$ cat src/rtl/axi_rd_arbiter.sv
// ---------------------------------------------------------------------------
// axi_rd_arbiter
//
// Shares one AXI3/4 read port between the instruction cache and the data
// cache. Exactly one read transaction is outstanding at a time. Ties are
// broken round-robin. Read data beats go straight through to the owner of
// the transaction, with no buffering.
//
// Ports
//   clk, rst                          clock, asynchronous active-high reset
//   ic_rreq_i/ic_raddr_i/ic_rlen_i    icache request (len = beats - 1)
//   ic_rgrant_o                       one-cycle pulse on the AR handshake
//   ic_rvalid_o/ic_rdata_o/ic_rlast_o icache data beats
//   dc_*                              the same set of ports for the dcache
//   ar*_o, arready_i                  AXI read-address channel
//   rid_i/rdata_i/rresp_i/rlast_i/
//   rvalid_i, rready_o                AXI read-data channel
//   idle_o                            high while no transaction is in flight
//   err_o                             sticky protocol/response error flag
// ---------------------------------------------------------------------------
module axi_rd_arbiter #(
  parameter logic [3:0] IC_ID = 4'd0,
  parameter logic [3:0] DC_ID = 4'd1
) (
  input  logic        clk,
  input  logic        rst,
  input  logic        ic_rreq_i,
  input  logic [31:0] ic_raddr_i,
  input  logic [3:0]  ic_rlen_i,
  output logic        ic_rgrant_o,
  output logic        ic_rvalid_o,
  output logic [31:0] ic_rdata_o,
  output logic        ic_rlast_o,
  input  logic        dc_rreq_i,
  input  logic [31:0] dc_raddr_i,
  input  logic [3:0]  dc_rlen_i,
  output logic        dc_rgrant_o,
  output logic        dc_rvalid_o,
  output logic [31:0] dc_rdata_o,
  output logic        dc_rlast_o,
  output logic [3:0]  arid_o,
  output logic [31:0] araddr_o,
  output logic [7:0]  arlen_o,
  output logic [2:0]  arsize_o,
  output logic [1:0]  arburst_o,
  output logic        arvalid_o,
  input  logic        arready_i,
  input  logic [3:0]  rid_i,
  input  logic [31:0] rdata_i,
  input  logic [1:0]  rresp_i,
  input  logic        rlast_i,
  input  logic        rvalid_i,
  output logic        rready_o,
  output logic        idle_o,
  output logic        err_o
);

  typedef enum logic [1:0] {S_IDLE, S_AR, S_R} state_t;

  state_t      r_state;
  state_t      w_state_next;
  logic        r_last_dc;   // 1: the most recent grant went to the dcache
  logic        r_owner_dc;  // owner of the transaction in flight
  logic        r_err;
  logic [31:0] r_addr;
  logic [3:0]  r_len;
  logic [3:0]  r_id;
  logic [3:0]  r_cnt;       // beats received so far in this burst

  logic        w_any_req;
  logic        w_pick_dc;
  logic        w_ar_hs;
  logic        w_beat;
  logic        w_beat_err;

  assign w_any_req = ic_rreq_i | dc_rreq_i;
  // On a tie, the side that was not granted last wins.
  assign w_pick_dc = dc_rreq_i & (~ic_rreq_i | ~r_last_dc);
  assign w_ar_hs   = (r_state == S_AR) & arready_i;
  assign w_beat    = (r_state == S_R) & rvalid_i;

  // Detect any bad beat: a last beat at the wrong position, a missing last
  // beat, a wrong ID, or a non-OKAY response.
  assign w_beat_err = w_beat & (( rlast_i & (r_cnt != r_len)) |
                                (~rlast_i & (r_cnt == r_len)) |
                                (rid_i != r_id)               |
                                (rresp_i != 2'b00));

  // State register and datapath registers
  always_ff @(posedge clk or posedge rst) begin
    if (rst) begin
      r_state    <= S_IDLE;
      r_last_dc  <= 1'b0;
      r_owner_dc <= 1'b0;
      r_err      <= 1'b0;
      r_addr     <= 32'd0;
      r_len      <= 4'd0;
      r_id       <= 4'd0;
      r_cnt      <= 4'd0;
    end else begin
      r_state <= w_state_next;
      if (r_state == S_IDLE && w_any_req) begin
        r_owner_dc <= w_pick_dc;
        r_addr     <= w_pick_dc ? dc_raddr_i : ic_raddr_i;
        r_len      <= w_pick_dc ? dc_rlen_i  : ic_rlen_i;
        r_id       <= w_pick_dc ? DC_ID      : IC_ID;
      end
      if (w_ar_hs) begin
        r_last_dc <= r_owner_dc;
        r_cnt     <= 4'd0;
      end
      if (w_beat) begin
        r_cnt <= r_cnt + 4'd1;
      end
      if (w_beat_err) begin
        r_err <= 1'b1;
      end
    end
  end

  // Next state
  always_comb begin
    w_state_next = r_state;
    case (r_state)
      S_IDLE:  if (w_any_req)         w_state_next = S_AR;
      S_AR:    if (arready_i)         w_state_next = S_R;
      S_R:     if (rvalid_i & rlast_i) w_state_next = S_IDLE;
      default:                        w_state_next = S_IDLE;
    endcase
  end

  // Outputs
  always_comb begin
    arid_o      = r_id;
    araddr_o    = r_addr;
    arlen_o     = {4'b0000, r_len};
    arsize_o    = 3'b010;
    arburst_o   = 2'b01;
    arvalid_o   = 1'b0;
    rready_o    = 1'b0;
    ic_rgrant_o = 1'b0;
    dc_rgrant_o = 1'b0;
    ic_rvalid_o = 1'b0;
    ic_rdata_o  = 32'd0;
    ic_rlast_o  = 1'b0;
    dc_rvalid_o = 1'b0;
    dc_rdata_o  = 32'd0;
    dc_rlast_o  = 1'b0;
    idle_o      = (r_state == S_IDLE);
    // Reflect an error on the offending beat itself, then hold it.
    err_o       = r_err | w_beat_err;
    case (r_state)
      S_AR: begin
        arvalid_o   = 1'b1;
        ic_rgrant_o = arready_i & ~r_owner_dc;
        dc_rgrant_o = arready_i &  r_owner_dc;
      end
      S_R: begin
        rready_o = 1'b1;
        if (r_owner_dc) begin
          dc_rvalid_o = rvalid_i;
          dc_rdata_o  = rdata_i;
          dc_rlast_o  = rvalid_i & rlast_i;
        end else begin
          ic_rvalid_o = rvalid_i;
          ic_rdata_o  = rdata_i;
          ic_rlast_o  = rvalid_i & rlast_i;
        end
      end
      default: ;
    endcase
  end

endmodule

$ cat config.mk
export PLATFORM = sky130hd
export DESIGN_NAME = axi_rd_arbiter
export DESIGN_NICKNAME = d
export VERILOG_FILES = /design/src/rtl/axi_rd_arbiter.sv
export SDC_FILE = /design/constraint.sdc
export NUM_CORES = 1
export LEC_CHECK = 0
export ABC_CLOCK_PERIOD_IN_PS = 2100
export CORE_ASPECT_RATIO = 0.5
export CORE_MARGIN = 5
export CORE_UTILIZATION = 33
export CTS_BUF_LIST = sky130_fd_sc_hd__clkbuf_4 sky130_fd_sc_hd__clkbuf_8
export CTS_CLUSTER_SIZE = 25
export DETAILED_ROUTE_END_ITERATION = 7
export PLACE_DENSITY = 0.94
export SYNTH_ARGS = -nofsm -noshare
export SYNTH_HDL_FRONTEND = slang
export SYNTH_SLANG_ARGS = --single-unit
$ cat constraint.sdc
create_clock -name clk -period 2.1 [get_ports clk]
set_clock_uncertainty 0.05 [all_clocks]
set_input_delay 0.42 -clock clk [delete_from_list [all_inputs] [get_ports clk]]
set_output_delay 0.42 -clock clk [all_outputs]
set_load 0.02 [all_outputs]
==> results_dict.tcl <==
set metrics [dict create \
    dpl.hpwl_um 8600 \
    crit_start "rid_i[1]" \
    drv_slew 0 \
    setup_viol 1 \
    routedWlPerCell_um 16.7 \
    cts_max_path_buffers 2 \
    fp.dieH_um 74.9 \
    drive_gt1_frac 0.206 \
    r2r_slack_ps 630 \
    drt_iter0_drc 146 \
    synth_mux_area_frac 0.137 \
    post-route-min-period_ps 2140 \
    status "complete, but fails checks" \
    tns_ps -36.4 \
    yosys.area.top_type "dfrtp_1" \
    grt_pass1_vias 3145 \
    die-area_sq_um 10500 \
    hold_path.class "input port to asynchronous set/reset pin" \
    final_area_sq_um 5150 \
    syn_to_final_growth_pct 85.4 \
    synth_area_leaders "dfrtp_1 (41%), and3_1 (15%), mux2i_1 (14%)" \
    synth_xor_area_frac 0.0189 \
    critPathLaunchType "input port" \
    yosysWarnings 0 \
    endpoint "err_o" \
    rsz0062_at_grt "yes" \
    synth_compound_area_frac 0.0843 \
    routed-via-count 3133 \
    reg2reg_depth 6 \
    htreeDepth 2 \
    num_rows 23 \
    grt_pass1_wl_um 16200 \
    power.density_nw_per_um2 1160 \
    io-pin-count 240 \
    synth-seq-cells 45 \
    routabilityCongestion 0.798 \
    grt_max_degree 59 \
    violations "negative setup slack" \
    synth_top_area_frac 0.406 \
    preCtsSetupSlack_ps -594 \
    path_max_fanout 2 \
    path_cells "clkdlybuf4s50_1 -> or4_4 -> nor4_4 -> a21oi_1 -> buf_4" \
    finalWorstSetupSlack_ps -36.4 \
    critical_path_arrival_ps 1670 \
    timing.fmax_mhz 468 \
    static-leakage-power_nw 2.67 \
    fp.dieW_um 140 \
    antenna_found_initial 0 \
    avgViaCountPerCell 4.77 \
    fillers 667 \
    holdBufCountCts 0 \
    cap_violations 0 \
    drt-pass1-iter-count 4 \
    synth_top_family_by_area "simple AND/OR/NAND/NOR gates" \
    diodes 0 \
    slowest_stage "or4_4" \
    gr-usage-all-layers 0.191 \
    antenna_left 0 \
    yosys.area_share.simple 0.254 \
    fin_crit_sh 1.02 \
    synthAdderAreaFrac 0.00451 \
    syn_area_sq_um 2780 \
    core-area_sq_um 8090 \
    cts_tree "done" \
    numCtsBuffers 5 \
    path_class "input port to primary output" \
    clk_pin_slew_ps 90 \
    syn_inst 309 \
    async_flop_share 1.00 \
    synth-edff-count 0 \
    ys_types 29 \
    initial_core_util 0.343 \
    synth_ff_type "dfrtp_1" \
    avgSynthCellArea_sq_um 8.99 \
    totalWireLength_um 11000 \
    hold_viol 0 \
    p_total_mw 5.96 \
    clk_latency_ps 290 \
    portBuffers 227 \
    clock_sinks 45 \
    placed_area_sq_um 5250 \
    critical-path-max-stage-delay_ps 430 \
    drc 0 \
    nets 662 \
    ys_seq_area_frac 0.406 \
    ir_drop_mv 0.708 \
    grt.overflow.total 0 \
    root_buffer "clkbuf_8" \
    timing.rr.end "araddr_o[27]" \
    r2r_start "r_state[0]" \
    endpoint_kind "primary output" \
    critPathRequiredTime_ps 1630 \
]
cell type report:
class                           count  area, sq um  area share
Tap cell                          112          140      0.0272
Clock buffer                        6         82.6      0.0160
Timing Repair Buffer              258         2330       0.452
Clock inverter                      2         13.8     0.00267
Sequential cell                    45         1130       0.219
Inverter                            3         11.3     0.00219
Multi-Input combinational cell    231         1450       0.281
metrics by stage:
stage / hold slack, ps / cells / utilization
after floorplan: 415 / 319 / -
after global placement: 456 / 646 / 0.649
after detailed placement: 467 / 646 / 0.649
after CTS: 426 / 656 / 0.653
after global routing: 453 / 657 / 0.637
final: 425 / 657 / 0.637
critical path, delay by kind of cell:
kind            cells  cell delay, ps
compound gates      1              90
buf+inv             2             560
simple gates        2             590
logic make-up (layout without fill, tap and decap cells):
| family | count (synthesis) | count (layout) |
|---|---|---|
| other | 2 | 12 |
| AOI/OAI and AO/OA | 44 | 44 |
| DFF | 45 | 45 |
| adders and majority gates | 1 | 1 |
| and+or+nand+nor | 130 | 130 |
| muxes | 38 | 38 |
| buffers and inverters | 43 | 269 |
| xor gates and xnor gates | 6 | 6 |
repair_timing:
| action | in CTS | in global routing |
|---|---|---|
| gates resized for setup | 209 | 44 |
| setup buffers | 1 | 0 |
| cloned | 1 | 1 |
| endpoints found under the setup margin | 72 | 43 |
| pin swaps | 0 | 4 |
report_power, final:
group          total [mW]  switching, mW  internal, mW
combinational        3.88           2.09          1.79
sequential           1.52          0.244          1.28
clock               0.558          0.292         0.267
state kept, by name (all words and copies together), names as in the netlist:
name / flops
araddr_o: 32
r_cnt: 4
r_len: 4
r_state: 2
r_err: 1
r_last_dc: 1
r_owner_dc: 1
placed cells by master, fill, tap and decap left out, types with 2 or more instances in the layout:
cell             instances
nand3_1                  2
a21o_1                   2
clkbuf_2                20
nor2_1                  41
and3_1                  65
dfrtp_1                 45
clkdlybuf4s15_2          7
a21oi_1                 38
nor2b_1                  2
dlygate4sd2_1            6
nand2_1                 12
xor2_1                   5
buf_4                   27
dlymetal6s2s_1           4
clkdlybuf4s50_1        151
inv_1                    2
mux2i_1                 38
conb_1                  12
buf_2                   35
buf_12                   4
clkbuf_8                 6
layer usage:
layer  up-vias  wire, um  part of all wire  GRT usage
met1      1511      4230              0.39      0.223
met3        14       501             0.046     0.0355
li1       1508         -                 -          -
met2       100      6060              0.55      0.377
met4         0       168             0.015     0.0397
met5         -         0                 0          0
how the worst min path moves through the flow:
stage,from,endpoint,slack (ps),cells after the start
2_1_floorplan,r_cnt[3],r_cnt[3],410,1
3_3_place_gp,araddr_o[0],araddr_o[0],460,2
3_5_place_dp,araddr_o[5],araddr_o[5],470,2
4_1_cts,rst,araddr_o[9],430,3
5_1_grt,rst,araddr_o[7],450,3
6_report,rst,araddr_o[16],420,3
synthesized netlist by cell type (3+ instances only):
cell,count
inv_1,3
mux2i_1,38
dfrtp_1,45
buf_2,9
buf_6,3
xor2_1,5
nand2_1,12
buf_4,17
a21oi_1,38
clkbuf_1,11
nor2b_1,3
and3_1,65
nor2_1,41
Power figures use the tool's default switching activity.
